--- config.mk ---
export PLATFORM = sky130hd
export DESIGN_NAME = sar_search_ctrl_flat
export DESIGN_NICKNAME = d
export VERILOG_FILES = /design/src/rtl/sar_search_ctrl_pkg.sv /design/src/rtl/sar_search_ctrl_if.sv /design/src/rtl/sar_search_ctrl_settle_timer.sv /design/src/rtl/sar_search_ctrl.sv /design/src/flat_wrapper.sv
export SDC_FILE = /design/constraint.sdc
export NUM_CORES = 1
export LEC_CHECK = 0
export ABC_CLOCK_PERIOD_IN_PS = 2950
export CORE_MARGIN = 3
export CORE_UTILIZATION = 45
export CTS_CLUSTER_SIZE = 8
export DETAILED_ROUTE_END_ITERATION = 8
export GPL_ROUTABILITY_DRIVEN = 0
export HOLD_SLACK_MARGIN = 0.1
export PLACE_DENSITY_LB_ADDON = 0.1
export SLEW_MARGIN = 10
export SYNTH_ARGS = -nofsm -noshare
export SYNTH_HDL_FRONTEND = slang
export SYNTH_SLANG_ARGS = --single-unit
export TNS_END_PERCENT = 20
--- constraint.sdc ---
create_clock -name clk -period 2.95 [get_ports clk]
set_clock_uncertainty 0.05 [all_clocks]
set_input_delay 0.7375 -clock clk [delete_from_list [all_inputs] [get_ports clk]]
set_output_delay 0.7375 -clock clk [all_outputs]
set_load 0.1 [all_outputs]
--- src/rtl/sar_search_ctrl_pkg.sv ---
// Shared types and helpers for the successive-approximation search controller.
package sar_pkg;

    typedef enum logic [1:0] {
        IDLE,
        SETTLE,
        CONV,
        DONE
    } sar_state_t;

    localparam int unsigned SETTLE_W = 4;

    // Comparator flag bundle as sampled by the controller.
    typedef struct packed {
        logic e;
        logic g;
        logic l;
    } cmp_flags_t;

    // High when exactly one of the three comparator flags is set.
    function automatic logic onehot3(input logic e, input logic g, input logic l);
        return (e & ~g & ~l) | (~e & g & ~l) | (~e & ~g & l);
    endfunction

endpackage

--- src/rtl/sar_search_ctrl_if.sv ---
// Request/comparator/result bundle for sar_search_ctrl.
// slave = the controller, master = the requester plus external comparator.
interface sar_search_ctrl_if #(
    parameter int unsigned WIDTH = 4
);
    logic             start;
    logic             cmp_e;
    logic             cmp_g;
    logic             cmp_l;
    logic [WIDTH-1:0] trial;
    logic             busy;
    logic             done;
    logic [WIDTH-1:0] result;
    logic             err;

    modport master (
        output start, cmp_e, cmp_g, cmp_l,
        input  trial, busy, done, result, err
    );

    modport slave (
        input  start, cmp_e, cmp_g, cmp_l,
        output trial, busy, done, result, err
    );
endinterface

--- src/rtl/sar_search_ctrl_settle_timer.sv ---
// Loadable down-counter that times comparator settling between trial codes.
module sar_settle_timer
    import sar_pkg::*;
(
    input  logic                clk,
    input  logic                rst,
    input  logic                load,
    input  logic [SETTLE_W-1:0] load_val,
    input  logic                en,
    output logic [SETTLE_W-1:0] cnt,
    output logic                zero_c
);

    logic [SETTLE_W-1:0] cnt_q;

    // Load takes priority; otherwise count down while enabled, stopping at zero.
    always_ff @(posedge clk) begin
        if (rst) begin
            cnt_q <= '0;
        end else if (load) begin
            cnt_q <= load_val;
        end else if (en && (cnt_q != '0)) begin
            cnt_q <= cnt_q - SETTLE_W'(1);
        end
    end

    assign cnt    = cnt_q;
    assign zero_c = (cnt_q == '0);

endmodule

--- src/rtl/sar_search_ctrl.sv ---
// Successive-approximation search controller: drives trial codes into an
// external comparator and resolves its unknown operand MSB first.
// Optional build macro: SAR_EARLY_EXIT_EN (finish as soon as the comparator
// reports equality).
module sar_search_ctrl
    import sar_pkg::*;
#(
    parameter int unsigned WIDTH  = 4,
    parameter int unsigned SETTLE = 0
) (
    input  logic           clk,
    input  logic           rst,
    sar_search_ctrl_if.slave bus
);

    localparam logic [WIDTH-1:0]    MSB_BIT    = {1'b1, {(WIDTH-1){1'b0}}};
    localparam logic [SETTLE_W-1:0] SETTLE_LD  = SETTLE_W'(SETTLE);
    // State entered after each new trial code: wait for settling only if asked to.
    localparam sar_state_t          STEP_STATE = (SETTLE != 0) ? sar_pkg::SETTLE : CONV;

    sar_state_t          state_q, state_d;
    logic [WIDTH-1:0]    trial_q, trial_d;
    logic [WIDTH-1:0]    mask_q, mask_d;
    logic [WIDTH-1:0]    result_q, result_d;
    logic                err_q, err_d;
    logic                busy_q, busy_d;
    logic                done_q, done_d;

    logic [SETTLE_W-1:0] tmr_cnt;
    logic                tmr_zero_c;
    logic                tmr_load_c;

    cmp_flags_t          flags_c;
    logic                onehot_c;
    logic [WIDTH-1:0]    kept_c;
    logic                last_c;
    logic                exit_c;
    logic                settle_end_c;

    assign flags_c      = '{e: bus.cmp_e, g: bus.cmp_g, l: bus.cmp_l};
    assign onehot_c     = onehot3(flags_c.e, flags_c.g, flags_c.l);
    // "less" means the trial overshot, so the bit under test is dropped.
    assign kept_c       = flags_c.l ? (trial_q & ~mask_q) : trial_q;
    assign last_c       = (mask_q == WIDTH'(1));
    assign settle_end_c = (tmr_cnt == SETTLE_W'(1)) || tmr_zero_c;

`ifdef SAR_EARLY_EXIT_EN
    // Equality means the remaining low bits are zero, so the trial is the answer.
    assign exit_c = flags_c.e;
`else
    assign exit_c = 1'b0;
`endif

    sar_settle_timer u_settle_timer (
        .clk      (clk),
        .rst      (rst),
        .load     (tmr_load_c),
        .load_val (SETTLE_LD),
        .en       (state_q == sar_pkg::SETTLE),
        .cnt      (tmr_cnt),
        .zero_c   (tmr_zero_c)
    );

    // State and datapath registers.
    always_ff @(posedge clk) begin
        if (rst) begin
            state_q  <= IDLE;
            trial_q  <= '0;
            mask_q   <= '0;
            result_q <= '0;
            err_q    <= 1'b0;
            busy_q   <= 1'b0;
            done_q   <= 1'b0;
        end else begin
            state_q  <= state_d;
            trial_q  <= trial_d;
            mask_q   <= mask_d;
            result_q <= result_d;
            err_q    <= err_d;
            busy_q   <= busy_d;
            done_q   <= done_d;
        end
    end

    // Next-state selection.
    always_comb begin
        state_d = state_q;
        case (state_q)
            IDLE: begin
                if (bus.start) begin
                    state_d = STEP_STATE;
                end
            end
            sar_pkg::SETTLE: begin
                if (settle_end_c) begin
                    state_d = CONV;
                end
            end
            CONV: begin
                if (!onehot_c || exit_c || last_c) begin
                    state_d = DONE;
                end else begin
                    state_d = STEP_STATE;
                end
            end
            DONE: begin
                state_d = IDLE;
            end
            default: begin
                state_d = IDLE;
            end
        endcase
    end

    // Next values of the registered outputs and search registers.
    always_comb begin
        trial_d    = trial_q;
        mask_d     = mask_q;
        result_d   = result_q;
        err_d      = err_q;
        tmr_load_c = 1'b0;
        case (state_q)
            IDLE: begin
                if (bus.start) begin
                    trial_d    = MSB_BIT;
                    mask_d     = MSB_BIT;
                    err_d      = 1'b0;
                    tmr_load_c = 1'b1;
                end
            end
            CONV: begin
                if (!onehot_c) begin
                    err_d    = 1'b1;
                    result_d = trial_q & ~mask_q;
                end else if (exit_c) begin
                    result_d = trial_q;
                end else if (last_c) begin
                    result_d = kept_c;
                end else begin
                    mask_d     = mask_q >> 1;
                    trial_d    = kept_c | (mask_q >> 1);
                    tmr_load_c = 1'b1;
                end
            end
            default: begin
            end
        endcase
        busy_d = (state_d == sar_pkg::SETTLE) || (state_d == CONV);
        done_d = (state_d == DONE);
    end

    assign bus.trial  = trial_q;
    assign bus.busy   = busy_q;
    assign bus.done   = done_q;
    assign bus.result = result_q;
    assign bus.err    = err_q;

endmodule

--- src/flat_wrapper.sv ---
// flat-port wrapper written by rule: the top's interface ports become plain ports
module sar_search_ctrl_flat import sar_pkg::*;
#(
    parameter int unsigned WIDTH  = 4,
    parameter int unsigned SETTLE = 0
)
  (clk, rst, bus_start, bus_cmp_e, bus_cmp_g, bus_cmp_l, bus_trial, bus_busy, bus_done, bus_result, bus_err);
  sar_search_ctrl_if #(.WIDTH(WIDTH)) bus_i ();
  input  logic clk;
  input  logic rst;
  input wire logic [$bits(bus_i.start)-1:0] bus_start;
  input wire logic [$bits(bus_i.cmp_e)-1:0] bus_cmp_e;
  input wire logic [$bits(bus_i.cmp_g)-1:0] bus_cmp_g;
  input wire logic [$bits(bus_i.cmp_l)-1:0] bus_cmp_l;
  output wire logic [$bits(bus_i.trial)-1:0] bus_trial;
  output wire logic [$bits(bus_i.busy)-1:0] bus_busy;
  output wire logic [$bits(bus_i.done)-1:0] bus_done;
  output wire logic [$bits(bus_i.result)-1:0] bus_result;
  output wire logic [$bits(bus_i.err)-1:0] bus_err;
  assign bus_i.start = bus_start;
  assign bus_i.cmp_e = bus_cmp_e;
  assign bus_i.cmp_g = bus_cmp_g;
  assign bus_i.cmp_l = bus_cmp_l;
  assign bus_trial = bus_i.trial;
  assign bus_busy = bus_i.busy;
  assign bus_done = bus_i.done;
  assign bus_result = bus_i.result;
  assign bus_err = bus_i.err;
  sar_search_ctrl #(.WIDTH(WIDTH), .SETTLE(SETTLE)) u_core (.clk(clk), .rst(rst), .bus(bus_i));
endmodule
==> impl_metrics.yaml <==
sta:
  layout_setup_ws_ns: 0.643
  final-hold-violation-count: 0
  rsz0062_at_grt: "false"
  whs_ns: 0.433
  slew_violations: 0
  worstMarginPinSlew_ns: 0.487
  max_freq_ghz: 0.433
  setup_violations: 0
  relSlewSlack_pct: 67.5
  fin_tns_setup_ns: 0
  period_needed_ns: 2.31
  fin_crit_sh_pct: 78.2
synth:
  synth_most_common_cell: "dfxtp_1"
  ys_top_cells_by_count: "dfxtp_1 (21), nor2_1 (13), o21ai_0 (10), nand2_1 (7), a21oi_1 (6)"
  synth_cell_type_count: 35
  synthTopCellsByArea: "dfxtp_1 (42%), ha_1 (5.0%), o21ai_0 (5.0%), nor2_1 (4.9%), nor2b_1 (3.1%)"
  synth_top_area_cell: "dfxtp_1"
  synth_flop_cell: "dfxtp_1"
  synthArstFlopShare_pct: 0
  synthesis.area_um2: 996
  syn-instance-count: 110
  synth_seq_area_share_pct: 42.2
  synthesis.nets: 120
  ys_ff_latch: 21
  synth_edf_count: 0
  synth.avg_cell_area_um2: 9.05
  synth_top_area_share_pct: 42.2
  yosysWarningCount: 0
clock_tree:
  cts_htree_levels: 1
  cts_buffers: 3
  post_cts_buffers: 0
  clk_pin_slew_ns: 0.12
  cts-root-buf: "clkbuf_4"
  clock_path_buffers: 2
  insertion_delay_ns: 0.31
  cts.sink_count: 21
  cts_resized: 0
  cts_hold_buf: 0
  tritoncts: "yes"
critical_path:
  required_ns: 3.12
  critical_path_class: "input port to flip-flop"
  critical_path.max_fanout: 12
  end_kind: "flip-flop"
  worstPathArrival_ns: 2.48
  critPathLaunchType: "input port"
floorplan:
  rows: 16
  fp.dieH_um: 53.0
  die_area_mm2: 0.00281
  ios: 17
  core_mm2: 0.00202
  initial_core_util_pct: 49.3
  die_w_um: 53.0
grt:
  grt-ovfl-total: 0
  first_global_vias: 714
  groute.usage.overall_pct: 15.2
  grt_pass1_wl_um: 3110
  grt_max_degree: 13
  antenna_found_initial: 0
layout:
  layout.cells.non_filler: 156
  area_delta_synth_final_pct: 19.7
  diodes: 0
  final.fill_count: 192
  drive_above_1_share_pct: 17.1
  final_core_util_pct: 59.0
  multiInputGateArea_um2: 556
  ff_latch_area_um2: 420
  final_area_mm2: 0.00119
  nets: 140
route:
  avgRoutedWirePerCell_um: 12.3
  viasPerCell: 5.51
  num_vias: 859
  drt_pass1_iterations: 4
  drt_iter0_markers: 13
  drcViolationCount: 0
  ant_nets: 0
  wl_um: 1920
placement:
  hpwl_um: 1450
  place_area_mm2: 0.00116
  port-buffer-count: 16
  place_inst: 152
  post-place-ws_ns: 0.335
power_and_ir_drop:
  power.total_mw: 0.559
  vdd_drop_max_v: 0.000257
  p_leak_nw: 0.481
  powerDensity_mw_per_mm2: 469
flow_run:
  maxCapViolations: 0
status:
  status: "finished clean"
hold_path:
  hp-class: "flip-flop to flip-flop"
## sequential cells by signal, indices dropped and copies added, names as in the netlist
signal and cells:
u_core.bus.result 4, u_core.bus.trial 4, u_core.mask_q 4, u_core.u_settle_timer.cnt 4
u_core.state_q 2, u_core.bus.busy 1, u_core.bus.done 1, u_core.bus.err 1
## layout make-up
class	instances	share of cell area, %
well taps	27	2.83
inverters	2	0.630
clock buffers	3	1.89
multi-input cells	84	46.6
clock inverters	1	0.420
repair buffers	18	12.4
flip-flops and latches	21	35.3
## layout by cell type (no fill, tap or decap), types with 2 or more instances in the layout
master           synthesis  final
dfxtp_1                 21     21
nor2_1                  13     13
buf_4                    0     13
o21ai_0                 10     10
nand2_1                  7      7
a21oi_1                  6      6
nor2b_1                  5      5
clkdlybuf4s50_1          0      5
nand4_1                  4      4
ha_1                     4      4
a21boi_0                 3      3
a221o_1                  3      3
a21o_1                   3      3
clkbuf_4                 0      3
inv_1                    2      2
nor3b_1                  2      2
nand3_1                  2      2
xor2_1                   2      2
nor3_1                   2      2
xnor2_1                  2      2
## report_power, final
part,internal (mW),switching [mW]
clock,0.0507,0.0913
combinational,0.0352,0.0800
sequential,0.293,0.00858
total,0.379,0.180
## per-layer routing
metal  track usage, %  vias to the layer above  share of wire (%)
li1                 -                      432                  -
met1             22.0                      403                 50
met2             20.7                       19                 42
met3             3.38                        5                5.8
met4             7.66                        0                1.8
met5                0                        -                  0
## path summary, 6_finish.rpt
kind / startpoint / endpoint / slack (ns) / cells past startpoint
setup reg to reg: u_core.u_settle_timer.cnt[0] / u_core.bus.busy / 0.90 / 7
hold / removal: u_core.bus.result[3] / u_core.bus.result[3] / 0.43 / 2
setup / recovery: bus_cmp_l / u_core.bus.busy / 0.64 / 6
hold reg to reg: u_core.bus.result[3] / u_core.bus.result[3] / 0.43 / 2
## critical path: stages
cell and delay, ns:
clkdlybuf4s50_1 0.60, o21ai_0 0.21, o211ai_1 0.24, a22o_1 0.31, ha_1 0.26, nor2b_1 0.12
## kinds of logic after synthesis
logic type | count (synthesis) | share of synthesized area [%]
simple gates | 40 | 21.0
compound gates | 34 | 23.2
flops | 21 | 42.2
xor+xnor | 5 | 5.15
buf+inv | 5 | 2.01
fa+ha+maj | 4 | 5.03
mux | 1 | 1.38
(Power assumes the default switching activity.)
